==> src/rtl/two_req_rr_arbiter_if.sv <==
// Handshake bundle between two producers (A, B), the arbiter and one consumer (Z).
// The arbiter uses the slave view. The producer/consumer side uses the master view.
interface two_req_rr_arbiter_if #(
  parameter int W = 8
);
  logic         a_valid;
  logic [W-1:0] a_data;
  logic         a_ready;
  logic         b_valid;
  logic [W-1:0] b_data;
  logic         b_ready;
  logic         z_valid;
  logic [W-1:0] z_data;
  logic         z_ready;

  modport slave (
    input  a_valid, a_data, b_valid, b_data, z_ready,
    output a_ready, b_ready, z_valid, z_data
  );

  modport master (
    output a_valid, a_data, b_valid, b_data, z_ready,
    input  a_ready, b_ready, z_valid, z_data
  );
endinterface

==> src/rtl/two_req_rr_arbiter.sv <==
// Two-way round-robin arbiter with a burst limit of MAX_BEATS accepted beats per grant.
// The data path is a purely combinational 2:1 mux, and the handshakes are gated by the owner state.
module two_req_rr_arbiter #(
  parameter int W         = 8,
  parameter int MAX_BEATS = 4
) (
  input  logic                    clk,
  input  logic                    rst,
  two_req_rr_arbiter_if.slave     bus,
  output logic                    sel,
  output logic                    busy
);
  localparam int CW = $clog2(MAX_BEATS + 1);
  localparam logic [CW-1:0] LAST_BEAT = CW'(MAX_BEATS - 1);

  typedef enum logic [1:0] {IDLE, OWN_A, OWN_B} state_e;

  state_e        state_q, state_d;
  logic          last_q, last_d;
  logic [CW-1:0] cnt_q, cnt_d;
  logic          a_rdy, b_rdy, z_vld, beat, release_grant;

  always_ff @(posedge clk) begin
    if (rst) begin
      state_q <= IDLE;
      last_q  <= 1'b1;
      cnt_q   <= '0;
    end else begin
      state_q <= state_d;
      last_q  <= last_d;
      cnt_q   <= cnt_d;
    end
  end

  always_comb begin
    state_d       = state_q;
    last_d        = last_q;
    cnt_d         = cnt_q;
    sel           = last_q;
    z_vld         = 1'b0;
    a_rdy         = 1'b0;
    b_rdy         = 1'b0;
    beat          = 1'b0;
    release_grant = 1'b0;
    case (state_q)
      IDLE: begin
        cnt_d = '0;
        if (bus.a_valid && bus.b_valid) state_d = last_q ? OWN_A : OWN_B;
        else if (bus.a_valid)           state_d = OWN_A;
        else if (bus.b_valid)           state_d = OWN_B;
      end
      OWN_A: begin
        sel           = 1'b0;
        z_vld         = bus.a_valid;
        a_rdy         = bus.z_ready;
        beat          = bus.a_valid && bus.z_ready;
        release_grant = !bus.a_valid || (beat && (cnt_q == LAST_BEAT));
        if (release_grant) begin
          // Re-arbitrate immediately with A demoted so B never sees a bubble.
          last_d = 1'b0;
          cnt_d  = '0;
          if (bus.b_valid)      state_d = OWN_B;
          else if (bus.a_valid) state_d = OWN_A;
          else                  state_d = IDLE;
        end else if (beat) begin
          cnt_d = cnt_q + CW'(1);
        end
      end
      OWN_B: begin
        sel           = 1'b1;
        z_vld         = bus.b_valid;
        b_rdy         = bus.z_ready;
        beat          = bus.b_valid && bus.z_ready;
        release_grant = !bus.b_valid || (beat && (cnt_q == LAST_BEAT));
        if (release_grant) begin
          last_d = 1'b1;
          cnt_d  = '0;
          if (bus.a_valid)      state_d = OWN_A;
          else if (bus.b_valid) state_d = OWN_B;
          else                  state_d = IDLE;
        end else if (beat) begin
          cnt_d = cnt_q + CW'(1);
        end
      end
      default: begin
        state_d = IDLE;
        cnt_d   = '0;
      end
    endcase
  end

  // Readies are masked during reset so no beat is accepted in that cycle.
  assign bus.a_ready = a_rdy && !rst;
  assign bus.b_ready = b_rdy && !rst;
  assign bus.z_valid = z_vld;
  assign bus.z_data  = sel ? bus.b_data : bus.a_data;
  assign busy        = (state_q != IDLE);
endmodule

==> src/flat_wrapper.sv <==
// flat-port wrapper written by rule: the top's interface ports become plain ports
module two_req_rr_arbiter_flat 
#(
  parameter int W         = 8,
  parameter int MAX_BEATS = 4
)
  (clk, rst, sel, busy, bus_a_valid, bus_a_data, bus_b_valid, bus_b_data, bus_z_ready, bus_a_ready, bus_b_ready, bus_z_valid, bus_z_data);
  two_req_rr_arbiter_if #(.W(W)) bus_i ();
  input  logic clk;
  input  logic rst;
  output logic sel;
  output logic busy;
  input wire logic [$bits(bus_i.a_valid)-1:0] bus_a_valid;
  input wire logic [$bits(bus_i.a_data)-1:0] bus_a_data;
  input wire logic [$bits(bus_i.b_valid)-1:0] bus_b_valid;
  input wire logic [$bits(bus_i.b_data)-1:0] bus_b_data;
  input wire logic [$bits(bus_i.z_ready)-1:0] bus_z_ready;
  output wire logic [$bits(bus_i.a_ready)-1:0] bus_a_ready;
  output wire logic [$bits(bus_i.b_ready)-1:0] bus_b_ready;
  output wire logic [$bits(bus_i.z_valid)-1:0] bus_z_valid;
  output wire logic [$bits(bus_i.z_data)-1:0] bus_z_data;
  assign bus_i.a_valid = bus_a_valid;
  assign bus_i.a_data = bus_a_data;
  assign bus_i.b_valid = bus_b_valid;
  assign bus_i.b_data = bus_b_data;
  assign bus_i.z_ready = bus_z_ready;
  assign bus_a_ready = bus_i.a_ready;
  assign bus_b_ready = bus_i.b_ready;
  assign bus_z_valid = bus_i.z_valid;
  assign bus_z_data = bus_i.z_data;
  two_req_rr_arbiter #(.W(W), .MAX_BEATS(MAX_BEATS)) u_core (.clk(clk), .rst(rst), .bus(bus_i), .sel(sel), .busy(busy));
endmodule
==> config.mk <==
export PLATFORM = sky130hd
export DESIGN_NAME = two_req_rr_arbiter_flat
export DESIGN_NICKNAME = d
export VERILOG_FILES = /design/src/rtl/two_req_rr_arbiter_if.sv /design/src/rtl/two_req_rr_arbiter.sv /design/src/flat_wrapper.sv
export SDC_FILE = /design/constraint.sdc
export NUM_CORES = 1
export LEC_CHECK = 0
export CORE_MARGIN = 2
export CORE_UTILIZATION = 35
export DETAILED_ROUTE_END_ITERATION = 6
export PLACE_DENSITY = 0.77
export RECOVER_POWER = 100
export SLEW_MARGIN = 20
export SYNTH_ARGS = -nofsm -noshare
export SYNTH_HDL_FRONTEND = slang
export SYNTH_SLANG_ARGS = --single-unit
==> constraint.sdc <==
create_clock -name clk -period 2.45 [get_ports clk]
set_input_delay 0.49 -clock clk [delete_from_list [all_inputs] [get_ports clk]]
set_output_delay 0.49 -clock clk [all_outputs]
set_load 0.03 [all_outputs]
; ---- After elaboration in Yosys (flattened, before gate mapping)
; Cells that the tools add are included.
[classes]
n_addsub = 1
n_mul = 0
div_mod_pow = 0
order_cmp = 0
eq_ne = 8
shift = 0
mux = 24
n_bitwise = 0
reduce_logical = 18
[op_table]
columns = cell, count
row1 = 2-bit two-way mux, 9
row2 = 3-bit two-way mux, 4
row3 = 8-bit two-way mux, 1
row4 = 1-bit logical AND, 7
row5 = "3-bit by 1-bit inequality test with 1-bit output, second input constant", 2
row6 = 1-bit one-hot mux with 2 select lines, 3
row7 = 2-bit one-hot mux with 3 select lines, 1
row8 = 3-bit one-hot mux with 2 select lines, 1
row9 = 3-bit AND reduction, 2
row10 = 1-bit two-way mux, 5
row11 = "2-bit by 1-bit inequality test with 1-bit output, second input constant", 2
row12 = "4-bit by 3-bit inequality test with 1-bit output, second input constant", 1
row13 = 2-bit nonzero test, 2
row14 = "3-bit by 1-bit adder with 3-bit output, second input constant", 1
row15 = "3-bit by 2-bit == test with 1-bit output, second input constant", 1
row16 = 1-bit zero test, 3
row17 = "2-bit by 1-bit == test with 1-bit output, second input constant", 1
row18 = "2-bit == test, second input constant", 1
row19 = 2-bit zero test, 1
row20 = 1-bit logical OR, 2
row21 = 2-bit AND reduction, 1
[totals]
ff_bits = 6
latch_bits = 0
mem_bits_rw = 0
romBits = 0
input_bits = 21
out_inout_bits = 13
elab_cells = 54
n_memories = 0

; ---- Logic depth before layout (Yosys ltp)
; Gate-level depths: netlist (run 1).
[logic_depth]
word_depth = 5
ltp_mapped = 6
depth_no_buf = 6

; ---- Least setup slack after synthesis (run 1)
; No wires, ideal clock.
[synth_timing]
path_type = flip-flop to output port
startpoint = reg u_core.state_q[0]
endpoint = out bus_z_data[0]
arrival_time_ns = 1.709
required_ns = 1.960
path_slack_ns = 0.251
path_stages_with_launch = 5
path_buffers = 0
path_cell_list = dfxtp_1 > inv_1 > ha_1 > mux2i_2 > mux2_2
[synth_via]
elab_chain_cells = 3
elab_cells_between_ends = 4
classes_between = eq/ne (2) / mux (2)
[synth_lines]
columns = element, line
row1 = start: declaration, two_req_rr_arbiter.sv:18  ; state_e state_q, state_d;
row2 = start signal: assignment, two_req_rr_arbiter.sv:29  ; state_q <= state_d;
row3 = 2-bit == test or 2-bit by 1-bit == test with 1-bit output (tied branches), two_req_rr_arbiter.sv:45  ; case (state_q)
row4 = 1-bit one-hot mux with 2 select lines *, two_req_rr_arbiter.sv:45
row5 = 8-bit two-way mux *, two_req_rr_arbiter.sv:96  ; assign bus.z_data = sel ? bus.b_data : bus.a_data;
row6 = end: declaration, flat_wrapper.sv:21  ; output wire logic [$bits(bus_i.z_data)-1:0] bus_z_data;
; Every way passes the cells marked *; elsewhere a longest branch is shown, timed or not.

; ---- Final worst setup path (run 1)
; Ends and elaborated chain as after synthesis.

==> results of run 1 <==
-- area by class of cell --
| cell class | count | area, um2 | share of cell area, % |
|---|---|---|---|
| multi-input cells | 47 | 389 | 42.3 |
| clock buffers | 3 | 22.5 | 2.45 |
| repair buffers | 41 | 335 | 36.4 |
| inverters | 9 | 33.8 | 3.67 |
| flip-flops and latches | 6 | 120 | 13.0 |
| well taps | 16 | 20.0 | 2.17 |
-- repair_timing --
item	4_1_cts	5_1_grt
resized for setup	34	10
setup endpoints to repair	9	8
setup buffers	0	0
endpoints found under the hold margin	0	0
gates cloned	0	1
-- flip-flops by register name, summed over array words and instances, names as in the netlist --
register and count:
u_core.cnt_q 3, u_core.last_q 1, u_core.state_q 2
-- cells by family after synthesis --
logic type,share of synthesized area (%)
muxes,18.7
adders and majority gates,13.5
buffers and inverters,6.77
and+or+nand+nor,16.9
AOI/OAI and AO/OA,22.3
DFF,21.7
-- cells in the mapped netlist, types with 2 or more instances --
master	instances	area share [%]
a21oi_1	3	2.7
dfxtp_1	6	22
ha_1	6	14
inv_1	9	6.1
mux2_2	8	16
nand2_1	4	2.7
nor2_1	4	2.7
nor3_1	2	1.8
o21ai_0	4	3.6
o21ai_2	3	4.7
-- power groups by stage --
stage | sequential [mW] | clock (mW) | combinational, mW
5_1_grt | 0.133 | 0.100 | 0.886
3_3_place_gp | 0.131 | 0 | 0.861
2_1_floorplan | 0.132 | 0 | 0.531
6_report | 0.131 | 0.0874 | 0.819
3_5_place_dp | 0.131 | 0 | 0.871
4_1_cts | 0.129 | 0.0907 | 0.835
-- worst paths after layout --
path                            slack [ns]  cells past startpoint         startpoint                end
worst max-delay path                  0.07                      6  u_core.state_q[0]      bus_z_data[0]
worst min-delay path                  0.46                      2    u_core.cnt_q[2]    u_core.cnt_q[2]
worst max register to register        0.37                      7  u_core.state_q[0]  u_core.state_q[1]
worst min register to register        0.46                      2    u_core.cnt_q[2]    u_core.cnt_q[2]
-- routing by layer --
metal	up-vias	track usage, %	part of all wire, %
li1	313	-	-
met1	274	24.6	42
met2	17	28.8	52
met3	4	6.25	3.7
met4	0	9.09	1.8
met5	-	0	0
-- worst min-delay path: stages, from the launching register on --
cell and delay (ns):
dfxtp_1 0.32, nand2_1 0.06, o21ai_2 0.05
-- metrics by stage --
| stage | util [%] | cell area [um2] | TNS [ns] | instances |
|---|---|---|---|---|
| final | 61.8 | 921 | 0 | 122 |
| after global routing | 61.8 | 921 | -0.0745 | 122 |
| after CTS | 64.2 | 956 | -0.0108 | 121 |
| after detailed placement | 63.5 | 946 | -0.540 | 118 |
| after global placement | 63.5 | 946 | -0.373 | 118 |
| after floorplan | - | 554 | 0 | 63 |
-- placed cells by master, fill, tap and decap left out --
master,synthesis,routed
and3b_2,1,1
a311o_1,1,1
a21oi_1,3,3
o21ai_2,3,2
buf_6,0,1
dfxtp_1,6,6
inv_1,9,9
buf_4,0,7
clkbuf_2,0,1
a21o_2,1,1
dlygate4sd3_1,0,2
and3b_1,1,1
ha_1,6,5
nor3_1,2,2
o31ai_1,1,1
nand2b_1,0,1
a22oi_1,0,1
o21ai_0,4,5
or4_1,1,1
ha_4,0,1
clkdlybuf4s50_1,0,19
o211ai_1,1,1
a21boi_0,1,1
mux2i_2,1,1
nor2_1,4,4
a2bb2oi_1,1,1
clkbuf_1,1,2
or4b_1,0,1
nand2_1,4,4
clkbuf_4,0,3
dlygate4sd2_1,0,1
buf_2,0,8
mux2_2,8,8
==> flow_metrics.env, run 1 <==
export IMPL_cp_arrival_ns=1.89
export IMPL_synth_edf_count=0
export IMPL_worstMarginPinSlew_ns=0.453
export IMPL_maxSlewViolCount=0
export IMPL_ys_flop_type="dfxtp_1"
export IMPL_ys_warn_count=0
export IMPL_grt_max_degree=10
export IMPL_grt_pass1_wl_um=2750
export IMPL_yosys_cell_types_count=24
export IMPL_finalPower_mw=1.04
export IMPL_setup_viol=0
export IMPL_n_fill_cell=133
export IMPL_vias_per_cell=4.98
export IMPL_drv_cap=0
export IMPL_required_ns=1.96
export IMPL_share_comb_of_total_power_pct=79.0
export IMPL_ys_seq_elements=6
export IMPL_cts_buffers=3
export IMPL_syn_nets=90
export IMPL_dieArea_um2=1920
export IMPL_overflow=0
export IMPL_finClkSkew_ns=0.000621
export IMPL_synthesis_area_um2=554
export IMPL_holdCritPathClass="reg2reg"
export IMPL_p_switching_mw=0.490
export IMPL_status="finished, final reports clean"
export IMPL_clk_latency_ns=0.24
export IMPL_finalHoldWorstSlack_ns=0.456
export IMPL_dr_pass1_iters=4
export IMPL_hold_viol=0
export IMPL_routabilityCongestion=0.853
export IMPL_yosysSeqAreaShare_pct=21.7
export IMPL_max_freq_mhz=420
export IMPL_p_leak_nw=0.422
export IMPL_swShare_pct=47.2
export IMPL_crit_type="reg2out"
export IMPL_irDropWorstVdd_mv=0.728
export IMPL_period_share_pct=97.2
export IMPL_crit_fanout=4
export IMPL_initial_core_util_pct=37.2
export IMPL_relSlewSlack_pct=69.6
export IMPL_hpwl_um=1300
export IMPL_cp_slowest_cell="dfxtp_1"
export IMPL_area_growth_pct=66.1
export IMPL_drive_gt1_share_pct=32.1
export IMPL_powerDensity_nw_per_um2=1130
export IMPL_final_nets=135
export IMPL_clock_tree_root_cell="clkbuf_4"
export IMPL_cts_hold_fix_buffers=0
export IMPL_chipHeight_um=43.8
export IMPL_insertedDiodeCount=0
export IMPL_clockPowerShare_pct=8.4
export IMPL_preCtsSetupSlack_ns=-0.0776
export IMPL_cp_num_buf_inv=3
export IMPL_postSynthCellCount=63
export IMPL_endpoint_kind="output pin"
export IMPL_htreeDepth=1
export IMPL_synthesis_area_per_instance_um2=8.80
export IMPL_internal_power_mw=0.548
export IMPL_cp_cell_sequence="inv_1 > ha_4 > mux2i_2 > buf_4 > mux2_2 > buf_2"
export IMPL_grt_pass1_vias=632
export IMPL_setup_ws_ns=0.0690
export IMPL_critPathMaxStageDelay_ns=0.34
export IMPL_avgRoutedWirePerCell_um=13.0
export IMPL_grt_antenna_before_repair=0
export IMPL_min_period_ns=2.38
export IMPL_port_buffers=33
export IMPL_dieWidth_um=43.8
export IMPL_async_flop_share_pct=0
export IMPL_totalWireLength_um=1590
export IMPL_cp_top_family="multiplexers"
export IMPL_placementRows=14
export IMPL_clk_path_buf_depth=2
export IMPL_grt_total_usage_pct=19.2
export IMPL_vias=608
export IMPL_drcViolationCount=0
export IMPL_pin_count=34
export IMPL_clk_pin_slew_ns=0.04
export IMPL_worst_setup_path_start_kind="flip-flop"
export IMPL_clock_sinks=6
export IMPL_ant_nets=0
export IMPL_cts_tree="built"
export IMPL_drt_iter0_drc=5
export IMPL_sequentialPowerShare_pct=12.6
export IMPL_fp_coreArea_um2=1490
Note: power is estimated with default switching activity, not from simulation.
==> inputs of run 2 (changes only) <==
Settings changed: CORE_UTILIZATION 35 to 36, PLACE_DENSITY 0.77 to 0.78.
Clock period 2.45 ns to 2.5 ns, I/O delays scaled along.
==> run 2 against run 1 <==
Die area shrank 2.5%. Via count decreased by 2.1%. Sequential cell count unchanged. Clock-buffer cell count is the same. Largest power group unchanged.
==> flow_metrics.env, run 2 (synthesis gave the netlist of run 1 again) <==
export IMPL_status="finished, final reports clean"
export IMPL_insertedDiodeCount=0
export IMPL_overflow=0
export IMPL_cp_slowest_cell="clkdlybuf4s50_1"
export IMPL_cp_cell_sequence="inv_1 > buf_4 > ha_1 > buf_4 > and3b_2 > clkdlybuf4s50_1"
export IMPL_dr_pass1_iters=3
export IMPL_cts_buffers=3
export IMPL_worst_setup_path_start_kind="flip-flop"
export IMPL_crit_type="reg2out"
export IMPL_final_cells=123
export IMPL_post_route_util_pct=63.0
export IMPL_hpwl_um=1280
export IMPL_chipHeight_um=43.2
export IMPL_cp_arrival_ns=1.90
export IMPL_worstMarginPinSlew_ns=0.362
export IMPL_fin_tns_setup_ns=0
export IMPL_ant_nets=0
export IMPL_dieWidth_um=43.2
export IMPL_top_regs="u_core.cnt_q x3, u_core.state_q x2, u_core.last_q x1"
export IMPL_irDropWorstVdd_mv=0.515
export IMPL_relSlewSlack_pct=75.7
export IMPL_place_inst=120
export IMPL_htreeDepth=1
export IMPL_setup_ws_ns=0.0974
export IMPL_grt_total_usage_pct=18.8
export IMPL_initial_core_util_pct=37.7
export IMPL_p_leak_nw=0.434
export IMPL_final_cell_mix="clkdlybuf4s50_1 (21), inv_1 (9), buf_4 (9), mux2_2 (8), clkbuf_2 (8)"
export IMPL_drv_cap=0
export IMPL_clk_latency_ns=0.25
export IMPL_r2r_setup_slack_ns=0.46
export IMPL_drive_gt1_share_pct=30.8
export IMPL_vias=595
export IMPL_grt_antenna_before_repair=0
export IMPL_drt_iter0_drc=7
export IMPL_cp_num_buf_inv=4
export IMPL_required_ns=2.00
export IMPL_max_freq_mhz=416
export IMPL_grt_pass1_wl_um=2600
export IMPL_placed_cell_area_um2=966
export IMPL_crit_fanout=5
export IMPL_preCtsSetupSlack_ns=-0.0487
export IMPL_top_register="u_core.cnt_q"
export IMPL_powerDensity_nw_per_um2=1090
export IMPL_layout_commonest_cell="clkdlybuf4s50_1"
export IMPL_clock_sinks=6
export IMPL_critPathMaxStageDelay_ns=0.58
export IMPL_hold_viol=0
export IMPL_maxSlewViolCount=0
export IMPL_final_nets=136
export IMPL_rsz0062_at_grt="false"
export IMPL_finalPower_mw=1.01
export IMPL_clock_tree_root_cell="clkbuf_4"
export IMPL_largest_reg_flops=3
export IMPL_vias_per_cell=4.84
export IMPL_setup_viol=0
export IMPL_endpoint_kind="output pin"
export IMPL_min_period_ns=2.40
export IMPL_fin_area_um2=927
export IMPL_holdCritPathClass="reg2reg"
export IMPL_totalWireLength_um=1550
export IMPL_post_cts_buffers=0
export IMPL_cp_top_family="buffers and inverters"
export IMPL_period_share_pct=96.1
export IMPL_clk_path_buf_depth=2
export IMPL_drcViolationCount=0
export IMPL_finalHoldWorstSlack_ns=0.462
export IMPL_placementRows=14
export IMPL_pin_count=34
export IMPL_area_growth_pct=67.3
export IMPL_port_buffers=33
export IMPL_grt_max_degree=10
export IMPL_avgRoutedWirePerCell_um=12.6
export IMPL_routabilityCongestion=0.800
export IMPL_cts_tree="built"
export IMPL_finClkSkew_ns=0.00336
export IMPL_fp_coreArea_um2=1470
export IMPL_dieArea_um2=1870
export IMPL_critPathMostFrequentCell="buf_4"
export IMPL_grt_pass1_vias=622
export IMPL_clk_pin_slew_ns=0.04
run 2: changes by cell type in the layout (fill, tap and decap cells not counted):
cell	previous run	this run
buf_2	8	0
buf_4	7	9
clkbuf_1	2	0
clkbuf_2	1	8
clkdlybuf4s50_1	19	21
ha_1	5	6
ha_4	1	0
o21ai_0	5	6
o21ai_2	2	1
run 2: per-layer routing:
layer / vias up / global-route usage [%] / wire length [um]
met5: - / 0 / 0
met4: 0 / 4.24 / 12
met3: 2 / 6.81 / 77
met2: 11 / 32.2 / 757
met1: 268 / 22.1 / 702
li1: 314 / - / -
run 2: cell type report:
cell class / count / area (um2)
flip-flops and latches: 6 / 120
repair buffers: 42 / 358
well taps: 16 / 20.0
clock buffers: 3 / 22.5
multi-input cells: 47 / 373
fillers: 140 / 544
inverters: 9 / 33.8
run 2: path summary, 6_finish.rpt:
check / depth (start not counted) / end / from
hold / removal: 2 / u_core.cnt_q[1] / u_core.cnt_q[1]
setup reg to reg: 8 / u_core.state_q[1] / u_core.state_q[0]
setup / recovery: 6 / bus_b_ready / u_core.state_q[0]
hold reg to reg: 2 / u_core.cnt_q[1] / u_core.cnt_q[1]
run 2: timing repair:
| item | 4_1_cts | 5_1_grt |
|---|---|---|
| hold buffers | 0 | 0 |
| resized for setup | 26 | 16 |
| setup endpoints to repair | 9 | 8 |
| hold endpoints to repair | 0 | 0 |
| pin swaps | 0 | 0 |
run 2: worst min-delay path, cell delays in order (launching register included):
cell,delay [ns]
dfxtp_1,0.32
nand2_1,0.06
o21ai_2,0.05
run 2: power breakdown:
| group | internal (mW) | total, mW | switching (mW) |
|---|---|---|---|
| registers | 0.115 | 0.128 | 0.0130 |
| clock network | 0.0546 | 0.0944 | 0.0398 |
| logic | 0.351 | 0.785 | 0.434 |
